[src/rtl/flptadder_mantissa_arbiter.sv]
// flptadder_mantissa_arbiter
// Round-robin scheduler that shares one combinational sign-magnitude mantissa
// add/sub datapath among NREQ band accumulators. Operands arrive on a per-
// requester valid/ready handshake. They are registered onto add_m1/add_m2.
// The datapath result is captured one cycle later and returned with the
// owning requester's tag on a valid/ready handshake.
// Optional feature: define FLPT_ARB_GRANT_CNT_EN to build per-requester
// saturating 8-bit grant counters on grant_cnt. Without the macro, grant_cnt
// is tied to zero.
module flptadder_mantissa_arbiter #(
  parameter int unsigned NREQ  = 4,
  parameter int unsigned TAG_W = 2
) (
  input  logic                 clk,
  input  logic                 rst_n,
  input  logic [NREQ-1:0]      req_valid,
  input  logic [6*NREQ-1:0]    req_m1,
  input  logic [6*NREQ-1:0]    req_m2,
  output logic [NREQ-1:0]      req_ready,
  output logic [5:0]           add_m1,
  output logic [5:0]           add_m2,
  input  logic [6:0]           add_sum,
  output logic                 rsp_valid,
  input  logic                 rsp_ready,
  output logic [6:0]           rsp_sum,
  output logic [TAG_W-1:0]     rsp_tag,
  output logic                 busy,
  output logic [8*NREQ-1:0]    grant_cnt
);

  typedef enum logic [1:0] {IDLE, EXEC, RESP} state_t;

  state_t           state;
  state_t           state_nxt;
  logic [TAG_W-1:0] last_grant;
  logic [TAG_W-1:0] tag;
  logic [TAG_W-1:0] win_idx;
  logic             win_found;
  logic             accept;
  logic [31:0]      cand;
  logic [5:0]       sel_m1;
  logic [5:0]       sel_m2;

  // Round-robin search starting one past the last grant, wrapping modulo NREQ
  always_comb begin
    win_found = 1'b0;
    win_idx   = '0;
    cand      = '0;
    for (int unsigned k = 1; k <= NREQ; k++) begin
      cand = 32'(last_grant) + k;
      if (cand >= NREQ) begin
        cand = cand - NREQ;
      end
      if (!win_found && req_valid[cand[TAG_W-1:0]]) begin
        win_found = 1'b1;
        win_idx   = cand[TAG_W-1:0];
      end
    end
  end

  // Operand mux for the winning requester
  always_comb begin
    sel_m1 = '0;
    sel_m2 = '0;
    for (int unsigned i = 0; i < NREQ; i++) begin
      if (win_idx == TAG_W'(i)) begin
        sel_m1 = req_m1[6*i +: 6];
        sel_m2 = req_m2[6*i +: 6];
      end
    end
  end

  // Accept in IDLE, or in RESP when the result is being consumed; blocked during reset
  assign accept = rst_n && win_found &&
                  ((state == IDLE) || ((state == RESP) && rsp_ready));

  // State register
  always_ff @(posedge clk or negedge rst_n) begin
    if (!rst_n) begin
      state <= IDLE;
    end else begin
      state <= state_nxt;
    end
  end

  // Next-state logic
  always_comb begin
    state_nxt = state;
    case (state)
      IDLE: if (accept) state_nxt = EXEC;
      EXEC: state_nxt = RESP;
      RESP: begin
        if (rsp_ready) begin
          state_nxt = accept ? EXEC : IDLE;
        end
      end
      default: state_nxt = IDLE;
    endcase
  end

  // Handshake and status outputs
  always_comb begin
    req_ready = '0;
    for (int unsigned i = 0; i < NREQ; i++) begin
      if (accept && (win_idx == TAG_W'(i))) begin
        req_ready[i] = 1'b1;
      end
    end
    rsp_valid = (state == RESP);
    busy      = (state != IDLE);
  end

  // Operand, tag and result registers
  always_ff @(posedge clk or negedge rst_n) begin
    if (!rst_n) begin
      add_m1     <= '0;
      add_m2     <= '0;
      tag        <= '0;
      last_grant <= TAG_W'(NREQ - 1);
      rsp_sum    <= '0;
      rsp_tag    <= '0;
    end else begin
      if (accept) begin
        add_m1     <= sel_m1;
        add_m2     <= sel_m2;
        tag        <= win_idx;
        last_grant <= win_idx;
      end
      if (state == EXEC) begin
        rsp_sum <= add_sum;
        rsp_tag <= tag;
      end
    end
  end

`ifdef FLPT_ARB_GRANT_CNT_EN
  logic [8*NREQ-1:0] cnt;

  // Saturating per-requester grant counters
  always_ff @(posedge clk or negedge rst_n) begin
    if (!rst_n) begin
      cnt <= '0;
    end else begin
      for (int unsigned i = 0; i < NREQ; i++) begin
        if (req_ready[i] && (cnt[8*i +: 8] != 8'hFF)) begin
          cnt[8*i +: 8] <= cnt[8*i +: 8] + 8'd1;
        end
      end
    end
  end

  assign grant_cnt = cnt;
`else
  assign grant_cnt = '0;
`endif

endmodule
[config.mk]
export PLATFORM = sky130hd
export DESIGN_NAME = flptadder_mantissa_arbiter
export DESIGN_NICKNAME = d
export VERILOG_FILES = /design/src/rtl/flptadder_mantissa_arbiter.sv
export SDC_FILE = /design/constraint.sdc
export NUM_CORES = 1
export LEC_CHECK = 0
export BUFFER_PORTS_ARGS = -buffer_cell sky130_fd_sc_hd__buf_2
export CORE_MARGIN = 2
export CORE_UTILIZATION = 37
export CTS_CLUSTER_SIZE = 10
export DETAILED_ROUTE_END_ITERATION = 12
export PLACE_DENSITY = 0.76
export SLEW_MARGIN = 0
export SYNTH_ARGS = -nofsm -noshare
export SYNTH_HDL_FRONTEND = slang
export SYNTH_SLANG_ARGS = --single-unit
[constraint.sdc]
create_clock -name clk -period 1.9 [get_ports clk]
set_input_delay 0.19 -clock clk [delete_from_list [all_inputs] [get_ports clk]]
set_output_delay 0.19 -clock clk [all_outputs]
set_load 0.01 [all_outputs]
* After elaboration in Yosys (flattened, before gate mapping)
Cells that the tools add are included.
** Storage, ports and cells
- Flip-flop bits (word level) :: 27
- Bits of input ports :: 62
- Word-level logic and storage cells :: 84
** Operators by class
- Reduce and logical (&&, ||, !) cells :: 18
- Muxes and demuxes :: 36
- $lt $le $gt $ge :: 8
- $add $sub $neg :: 8
- Eq/ne operators :: 7
** Operator list (number)
- $mux 6 :: 8
- $mux 2 :: 10
- $mux 1 :: 13
- $lt 2x3->1 const B :: 4
- $logic_and 1x1->1 :: 10
- $ge 3x3->1 const B :: 3
- $bmux 1 s2 :: 4
- $sub 2x1->2 const B :: 4
- $add 2x2->3 const B :: 2
- $eq 2x2->1 const B :: 3
- $pmux 2 s3 :: 1
- $add 2x3->4 const B :: 1
- $eq 2x1->1 const B :: 2
- $ge 4x3->1 const B :: 1
- $logic_not 2->1 :: 2
- $add 2x1->3 const B :: 1
- $logic_not 1->1 :: 3
- $ne 2x1->1 const B :: 1
- $ne 2x2->1 const B :: 1
- $reduce_and 2->1 :: 1
- $reduce_bool 2->1 :: 1
- $logic_or 1x1->1 :: 1

* Logic depth before layout (Yosys ltp)
Gate-level depths: netlist of the first run.
- Depth in word-level cells :: 20
- Mapped depth :: 7
- Gate-level depth less buffers :: 6

* Worst setup path before layout of the first run
Ideal clock, no wire load.
- Path type :: reg-to-reg
- Start :: reg last_grant[1]
- End :: reg add_m1[2]
- Cell stages (with the launch flop) :: 7
- Arrival time :: 1905 ps
- Path slack :: -130 ps
- Path buffers :: 2
- Period minus slack after synthesis :: 2030 ps
- Cell sequence :: dfstp_2 -> buf_2 -> a211oi_2 -> a211oi_4 -> buf_6 -> mux2_2 -> a221o_1
** Between the ends
- Cells in the longest elaborated chain, start to end :: 20
- Elaborated cells between the ends (all ways) :: 48
- Classes of those cells :: add/sub: 8; order compare: 4; eq/ne: 3; mux: 24; reduce/logical: 9
** Ends and longest elaborated chain
- from (decl) :: RTL line 35 : logic [TAG_W-1:0] last_grant;
- from (signal assigned) :: RTL line 119 : last_grant <= TAG_W'(NREQ - 1);
- from (signal assigned) :: RTL line 127 : last_grant <= win_idx;
- $add 2x1->3 :: RTL line 50 : cand = 32'(last_grant) + k;
- $ge 3x3->1 / $sub 2x1->2 (equally long branches) :: RTL line 51, 52
- $mux 2 :: RTL line 51 : if (cand >= NREQ) begin
- $bmux 1 s2 :: RTL line 54 : if (!win_found && req_valid[cand[TAG_W-1:0]]) begin
- $mux 1 (not written as such) :: RTL line 54
- $mux 1 :: RTL line 54
- $logic_not 1->1 :: RTL line 54
- $logic_and 1x1->1 :: RTL line 54
- $mux 1 :: RTL line 54
- $logic_not 1->1 :: RTL line 54
- $logic_and 1x1->1 :: RTL line 54
- $mux 1 :: RTL line 54
- $logic_not 1->1 :: RTL line 54
- $logic_and 1x1->1 :: RTL line 54
- $mux 2 :: RTL line 54
- $logic_not 2->1 :: RTL line 66 : if (win_idx == TAG_W'(i)) begin
- $mux 6 (4 in a row) :: RTL line 66
- to (signal assigned) :: RTL line 124 : add_m1 <= sel_m1;
- to (decl) :: RTL line 20 : output logic [5:0] add_m1,
Several ways; a longest one is shown, not always the timed one. The select of a mux whose other input is x is not followed.
A chain may end at the register's enable or synchronous reset.

* Final worst setup path of the first run
- Start :: reg last_grant[0]
- End :: out req_ready[3]
** Between the ends
- Cells in the longest elaborated chain, start to end :: 19
- Elaborated cells between the ends (all ways) :: 43
- Classes of those cells :: add/sub: 8; order compare: 4; eq/ne: 1; mux: 21; reduce/logical: 9
** Ends and longest elaborated chain
- $add 2x1->3 :: RTL line 50
- $ge 3x3->1 / $sub 2x1->2 (equally long branches) :: RTL line 51, 52
- $mux 2 :: RTL line 51
- $bmux 1 s2 :: RTL line 54
- $mux 1 (not written as such) :: RTL line 54
- $mux 1 :: RTL line 54
- $logic_not 1->1 :: RTL line 54
- $logic_and 1x1->1 :: RTL line 54
- [... 2 more ...]
- $logic_and 1x1->1 :: RTL line 54
- $mux 1 :: RTL line 54
- $logic_not 1->1 :: RTL line 54
- $logic_and 1x1->1 :: RTL line 54
- $mux 1 :: RTL line 54
- $logic_and 1x1->1 (2 in a row) :: RTL line 74 : assign accept = rst_n && win_found &&
- $logic_and 1x1->1 * :: RTL line 105 : if (accept && (win_idx == TAG_W'(i))) begin
- $mux 1 * :: RTL line 105
- to (decl) :: RTL line 19 : output logic [NREQ-1:0] req_ready,
Every way passes the cells marked *; elsewhere a longest branch is shown, timed or not. The select of a mux whose other input is x is not followed.

==> results.md, run 1 <==
* Status: finished, violations left
* Num CTS Buffers at 3
* Register Area at between 600 and 700 µm²
* Fin nets at 330
* Mapped Area at about 1700 µm²
* Post-Syn Instances at roughly 160
* Hold WC Path Type: input port to register
* Fin Hold WS at 130 ps
* Number of synthesized flops with an enable pin at 0
* NetSw at 1.02 mW
* CTS Buffer Depth at 2
* WP data required at 1710 ps
* Row count at 24
* Largest net degree at the start of global routing at 28
* Endpoints failing setup at 3
* Total count of hold-check failures in the final report at 0
* Hpwl dp at 3320 µm
* Area contributors post-synth: dfrtp_1, buf_4, mux2_2, a221oi_2, mux2i_1
* Critical path startpoint category: register
* Number of synthesized register bits at 27
* Clock Sink Count at 27
* DRC Markers at 0
* Clock Skew at about 1.2 ps
* Synth area leader: dfrtp_1
* Max VDD drop at roughly 0.00043 V
* Via count at 1545
* Die Width at ~72 µm
* Lkg Pwr at 1.29 nW
* Initial core utilization at 0.391
* Fin. max-slew vios at 0
* Fillers at between 400 and 500
* Post-synth top area share at 0.363
* Switching Share at 0.360
* Multi-input gate area at slightly above 900 µm²
* Core area at approximately 4400 µm²
* I/O pin cnt at around 120
* Sequential share of power at 0.347
* Worst path cell trace: nand2b_4 -> a22o_1 -> a211oi_4 -> buf_6 -> and3_4 -> buf_6
* Power per Cell Area at between 1000 and 1500 nW/µm²
* Layout cells sized above 1 at 0.581
* DRT iter0 DRCs at 84
* Internal at around 1.8 mW
* RePlAce Congestion at roughly 0.8
* Final WS setup at -49.6 ps
* CTS tree: yes
* Clk pin slew, worst setup/hold paths at around 90 ps
* # H-tree levels at 1
* Yosys warning total at 0
* Fin crit share at 1.03
* Post-synthesis sequential area ratio at 0.393
* Mapped Avg Cell Area at around 11 µm²
* Port-buffer cells at 88
* WS Path Type: register to output port
* Via/cell ratio at between 4 and 5
* Via count of the first global-routing pass at 1491
* First-pass GRT wire length at between 6000 and 7000 µm
* Slowest CP cell: dfstp_2
* Final core area utilization at 0.550
* Failing checks: negative setup slack
* Crit path time final at 1950 ps
* Ys flop type: dfrtp_1
* RSZ-0062 raised after global routing: true
* Grt ovf at 0
* Pre-CTS WS at -17.1 ps
* Worst path most repeated cell: buf_6
* Die Y at just over 70 µm
* Clock latency on the worst-skew pair at 270 ps
* Netlist cell types at 34
* Final wirelength at ~4500 µm
* Root buffer cell: clkbuf_8
* CP arrival at roughly 1800 ps
* Post-synth ARST share at 1.00
* Drt first pass iters at 4
* WL per Instance at between 10 and 15 µm
* Diode count at 0
* GRT Util Overall at 0.168
* Crit end category: output port
* Clk pwr share at 0.116
* Initial antenna violation count at 0
* Max FO, Critical Path at 4
* Logic pwr share at 0.537
* Max Clock Freq at between 500 and 600 MHz
* Die area at ~5200 µm²
* Maxcap violations at 0
* Slowest stage delay, CP at about 390 ps
* Routed Antenna Nets at 0
* Area Growth Syn to Fin at 40.8%
-- cell usage in the layout, fill, tap and decap left out, drive strengths merged, types with 2 or more instances in the layout --
cell type / instances
dfrtp: 25
nor2: 7
mux2i: 8
a221oi: 7
conb: 32
clkbuf: 4
nand2b: 5
mux2: 14
a22o: 6
buf: 111
dfstp: 2
nand2: 5
o21ai: 2
a211oi: 2
a221o: 5
o22ai: 8
inv: 11
-- critical path, delay by kind of cell (launching register included) --
| family | cells | cell delay [ps] |
|---|---|---|
| compound gates | 2 | 480 |
| flops | 1 | 390 |
| simple gates | 2 | 340 |
| buf+inv | 2 | 270 |
-- final timing paths --
check / startpoint / to / slack [ps] / cells past startpoint
max in group asynchronous: rst_n / last_grant[1]$_DFFE_PN1N_ / 1110 / 3
setup / recovery: last_grant[0]$_DFFE_PN1N_ / req_ready[3] / -50 / 6
setup reg to reg: last_grant[0]$_DFFE_PN1N_ / add_m2[3]$_DFFE_PN0N_ / 10 / 6
min in group asynchronous: rst_n / rsp_sum[1]$_DFFE_PN0N_ / 470 / 3
hold / removal: rsp_ready / state[1]$_DFFE_PN0P_ / 130 / 2
hold reg to reg: tag[1]$_DFFE_PN0N_ / tag[1]$_DFFE_PN0N_ / 490 / 2
-- sequential cells by signal, indices dropped and copies added (netlist names) --
name,flops
add_m2,6
rsp_sum,7
rsp_tag,2
last_grant,2
tag,2
add_m1,6
state,2
-- routing by layer --
metal	GRT usage	vias up	routed length [µm]
li1	-	728	-
met1	0.231	742	1930
met2	0.278	71	2160
met3	0.0333	4	358
met4	0.0314	0	24
met5	0	-	0
-- power groups by stage --
stage          clock network (mW)  registers [mW]  logic (mW)
2_1_floorplan                   0            1.08       0.767
3_3_place_gp                    0           0.997        1.33
3_5_place_dp                    0           0.992        1.37
4_1_cts                     0.346           0.986        1.48
5_1_grt                     0.367            1.02        1.65
6_report                    0.331           0.988        1.53
-- cells by family after synthesis --
family                 synth area share
AO/OA/AOI/OAI                     0.205
buffers and inverters             0.191
flip-flops                        0.393
multiplexers                      0.138
other                           0.00217
AND/OR/NAND/NOR                  0.0711
-- synthesized netlist by cell type (5+ instances only) --
cell type	number
buf_4	33
dfrtp_1	25
mux2_2	14
inv_1	10
mux2i_1	8
o22ai_1	8
nor2_1	7
a221oi_2	6
a22o_1	6
a221o_1	5
nand2_1	5
nand2b_1	5
-- timing repair --
| action | 4_1_cts | 5_1_grt |
|---|---|---|
| setup endpoints to repair | 7 | 16 |
| pin swaps | 8 | 5 |
| resized for setup | 14 | 15 |
| endpoints found under the hold margin | 25 | 0 |
| hold buffers | 1 | 0 |
| gates cloned | 0 | 1 |
| buffers inserted | 8 | 1 |
-- final cells by class --
type	instances	share of cell area
clock buffers	3	0.0170
clock inverters	1	0.00309
inverters	11	0.0170
flip-flops and latches	27	0.279
well taps	52	0.0268
multi-input cells	112	0.372
repair buffers	113	0.284
-- through the flow --
stage          total power, mW  cell area (µm²)  TNS (ps)  instances
6_report                  2.85             2430     -69.9        319
4_1_cts                   2.82             2380      -139        318
3_3_place_gp              2.33             2210         0        305
5_1_grt                   3.04             2430      -529        319
3_5_place_dp              2.36             2210     -65.2        305
2_1_floorplan             1.85             1850     -75.1        189
(Power assumes the default switching activity.)
==> inputs of run 2 (changes only) <==
- SETUP_SLACK_MARGIN: not set -> 0.1
==> results.md, run 2 (synthesis results as in run 1) <==
* Status: finished, violations left
* Failing checks: negative setup slack
* Total count of hold-check failures in the final report at 0
* Initial antenna violation count at 0
* Fin crit share at 1.03
* Fin Hold WS at between 100 and 150 ps
* Initial core utilization at 0.391
* CTS Buffer Depth at 2
* Reg with most FFs: rsp_sum
* Fin nets at 329
* Largest net degree at the start of global routing at 28
* Hpwl dp at 3340 µm
* Power per Cell Area at around 1200 nW/µm²
* Clock Skew at roughly 2.5 ps
* Routed Antenna Nets at 0
* Setup TNS at -208 ps
* Reg2Reg Depth at 7
* Via count of the first global-routing pass at ~1500
* Placed Area at between 2000 and 2500 µm²
* Grt ovf at 0
* # H-tree levels at 1
* I/O pin cnt at around 120
* R2R Setup Slk at -50 ps
* Final core area utilization at 0.549
* DRC Markers at 0
* Max FFs per register at 7
* Max VDD drop at about 0.00052 V
* WL per Instance at approximately 14 µm
* WHS Path Cells at 2
* RePlAce Congestion at around 0.86
* Layout cells sized above 1 at 0.579
* Fin. max-slew vios at 0
* Max Clock Freq at approximately 510 MHz
* DRT iter0 DRCs at between 80 and 90
* Drt first pass iters at 4
* Pre-CTS WS at -37.8 ps
* Clock latency on the worst-skew pair at about 270 ps
* Port-buffer cells at 88
* Crit end category: register
* First-pass GRT wire length at roughly 7100 µm
* Root buffer cell: clkbuf_8
* Finished Cell Area at around 2400 µm²
* RSZ-0062 raised after global routing: true
* Critical path startpoint category: register
* Clk pin slew, worst setup/hold paths at roughly 90 ps
* Final WS setup at -50.4 ps
* Hold WC Path Type: input port to register
* Die area at between 5000 and 6000 µm²
* WP data required at between 2000 and 2500 ps
* Die Y at slightly above 70 µm
* Endpoints failing setup at 6
* GRT Util Overall at 0.173
* Commonest non-fill, non-tap cells in the layout: buf_2, conb_1, dfrtp_1
* Num CTS Buffers at 3
* Final wirelength at about 4400 µm
* Clock Sink Count at 27
* WS Path Type: register to register
* CTS tree: yes
* Crit path time final at about 2000 ps
* Commonest non-fill, non-tap cell in the layout: buf_2
* Largest regs: rsp_sum x7, add_m1 x6, add_m2 x6
* Lkg Pwr at between 1 and 1.5 nW
* Row count at 24
* Pwr Total at 2.82 mW
* Fillers at ~390
* Maxcap violations at 0
* Core area at about 4400 µm²
* Area Growth Syn to Fin at 40.5%
* Finished Layout Cells at 318
* Die Width at between 70 and 80 µm
* Placed insts at around 300
* Via/cell ratio at approximately 4.7
* Max FO, Critical Path at 7
* Diode count at 0
* CP arrival at ~2100 ps
* Via count at about 1500
[run 2: cell types whose count changed in the layout (fill, tap and decap cells not counted), sizes merged]
| cell | delta |
|---|---|
| clkbuf | -1 |
| clkinv | +1 |
| clkinvlp | -1 |
[run 2: timing repair]
action                     CTS  global route
hold endpoints to repair    25             0
hold buffers                 1             0
pin swaps                    8            10
setup buffers                8             2
setup endpoints to repair   10            17
resized for setup           14            11
[run 2: path summary, 6_finish.rpt]
path                                                 from                         to
worst max-delay path            last_grant[0]$_DFFE_PN1N_      add_m2[2]$_DFFE_PN0N_
worst min-delay path                           req_m1[20]      add_m1[2]$_DFFE_PN0N_
worst max register to register  last_grant[0]$_DFFE_PN1N_      add_m2[2]$_DFFE_PN0N_
worst min register to register         tag[1]$_DFFE_PN0N_         tag[1]$_DFFE_PN0N_
max in group asynchronous                           rst_n  last_grant[1]$_DFFE_PN1N_
min in group asynchronous                           rst_n      add_m2[0]$_DFFE_PN0N_
[run 2: final cells by class]
| type | count | area [µm²] | share of cell area |
|---|---|---|---|
| clock inverters | 1 | 5.00 | 0.00206 |
| inverters | 11 | 41.3 | 0.0170 |
| repair buffers | 112 | 687 | 0.283 |
| well taps | 52 | 65.1 | 0.0268 |
| flip-flops and latches | 27 | 678 | 0.280 |
| multi-input cells | 112 | 907 | 0.374 |
| clock buffers | 3 | 41.3 | 0.0170 |
[run 2: power by group]
group	internal [mW]	total (mW)	switching, mW
clock	0.147	0.330	0.183
sequential	0.841	0.991	0.150
combinational	0.826	1.50	0.674
total	1.81	2.82	1.01
[run 2: worst max-delay path, stage by stage, from the launching register on]
cell      delay, ps
dfstp_2         390
nand2b_4        130
a22o_1          200
a211oi_4        250
buf_4           160
buf_12          120
mux2_4          300
a221o_1         290
[run 2: per-layer routing]
layer	GRT usage	vias up	wire length, µm
li1	-	720	-
met3	0.0333	6	347
met4	0.0503	0	41
met5	0	-	0
met1	0.222	691	1780
met2	0.297	67	2240
==> inputs of run 3 (changes only) <==
- CORE_ASPECT_RATIO: not set -> 0.9
==> results.md, run 3 (synthesis results as in run 1) <==
* Num CTS Buffers at 3
* Max VDD drop at approximately 0.00049 V
* Placed Area at 2190 µm²
* Placed insts at 313
* Max FFs per register at 7
* Fin crit share at 1.05
* Clk pin slew, worst setup/hold paths at approximately 90 ps
* Fin nets at 335
* DRC Markers at 0
* Maxcap violations at 0
* Pwr Total at ~2.9 mW
* Die Width at roughly 76 µm
* # H-tree levels at 1
* Largest regs: rsp_sum x7, add_m1 x6, add_m2 x6
* Failing checks: negative setup slack
* GRT Util Overall at 0.160
* Reg with most FFs: rsp_sum
* Row count at 23
* Hpwl dp at about 3300 µm
* CTS tree: yes
* DRT iter0 DRCs at 77
* Largest net degree at the start of global routing at 28
* Diode count at 0
* Endpoints failing setup at 6
* Root buffer cell: clkbuf_8
* Routed Antenna Nets at 0
* Crit path time final at approximately 2000 ps
* Pre-CTS WS at -59.9 ps
* First-pass GRT wire length at about 6600 µm
* Commonest non-fill, non-tap cells in the layout: buf_2, conb_1, dfrtp_1
* Lkg Pwr at approximately 1.3 nW
* Via count at between 1500 and 2000
* CTS Buffer Depth at 2
* Hold WC Path Type: input port to register
* Die Y at roughly 69 µm
* RSZ-0062 raised after global routing: true
* CP arrival at 2160 ps
* I/O pin cnt at roughly 120
* Core area at between 4000 and 5000 µm²
* Finished Cell Area at between 2000 and 2500 µm²
* Initial antenna violation count at 0
* Max FO, Critical Path at 6
* RePlAce Congestion at ~0.81
* Commonest non-fill, non-tap cell in the layout: buf_2
* Via count of the first global-routing pass at approximately 1400
* WL per Instance at about 13 µm
* Finished Layout Cells at roughly 330
* Total count of hold-check failures in the final report at 0
* Power per Cell Area at 1160 nW/µm²
* Clock Skew at roughly 4.3 ps
* Via/cell ratio at 4.51
* Final wirelength at between 4000 and 5000 µm
* WP data required at 2060 ps
* Port-buffer cells at 88
* Max Clock Freq at 500 MHz
* Die area at around 5200 µm²
* Critical path startpoint category: register
* Crit end category: register
* Initial core utilization at 0.387
* Grt ovf at 0
* Fin. max-slew vios at 0
* WS Path Type: register to register
* Final WS setup at -98.9 ps
* Fin Hold WS at 122 ps
* Area Growth Syn to Fin at 42.6%
* Status: finished, violations left
* Clock Sink Count at 27
* Layout cells sized above 1 at 0.581
* Drt first pass iters at 4
* Clock latency on the worst-skew pair at between 200 and 300 ps
run 3: cell types whose count changed in the layout (fill, tap and decap cells not counted), moves of 2 or more:
cell	before	now
buf_4	15	24
mux2i_1	5	8
mux2i_2	3	0
buf_6	7	5
run 3: worst max-delay path, cell delays in order (launching register included):
cell	delay [ps]
dfstp_2	400
nand2b_4	140
a22o_1	210
a211oi_4	250
buf_4	160
buf_12	110
mux2_4	290
a221o_1	320
run 3: worst paths after layout:
check	from	endpoint	slack (ps)	cells after the start
setup / recovery	last_grant[0]$_DFFE_PN1N_	add_m2[2]$_DFFE_PN0N_	-100	7
hold / removal	rsp_ready	state[1]$_DFFE_PN0P_	120	2
setup reg to reg	last_grant[0]$_DFFE_PN1N_	add_m2[2]$_DFFE_PN0N_	-100	7
hold reg to reg	tag[1]$_DFFE_PN0N_	tag[1]$_DFFE_PN0N_	490	2
max in group asynchronous	rst_n	last_grant[0]$_DFFE_PN1N_	1120	3
min in group asynchronous	rst_n	rsp_sum[5]$_DFFE_PN0N_	470	3
run 3: layout make-up:
cell class	instances	area (µm²)
Sequential cell	27	678
Clock buffer	3	41.3
Clock inverter	1	7.51
Fill cell	405	2000
Inverter	11	41.3
Multi-Input combinational cell	112	902
Timing Repair Buffer	118	712
Tap cell	62	77.6
run 3: what timing repair did:
action | 4_1_cts | 5_1_grt
hold buffers | 1 | 0
resized for setup | 10 | 11
hold endpoints to repair | 25 | 0
pin swaps | 8 | 5
buffers inserted | 14 | 2
endpoints found under the setup margin | 16 | 17
run 3: routing by layer:
metal  up-vias  global-route usage  routed length, µm
met5         -                   0                  0
met4         0              0.0523                 19
met3         2              0.0365                294
met2        57               0.253               2180
met1       723               0.220               1910
li1        726                   -                  -
run 3: stage by stage:
| step | util | TNS (ps) |
|---|---|---|
| after global routing | 0.551 | -921 |
| after floorplan | - | -75.1 |
| final | 0.551 | -443 |
| after global placement | 0.492 | -27.8 |
| after CTS | 0.537 | -181 |
| after detailed placement | 0.492 | -175 |
run 3: report_power, final:
part / total [mW] / switching, mW / leakage, nW / internal, mW
clock network: 0.327 / 0.178 / 0.0217 / 0.149
logic: 1.54 / 0.703 / 0.981 / 0.834
registers: 0.991 / 0.150 / 0.313 / 0.841
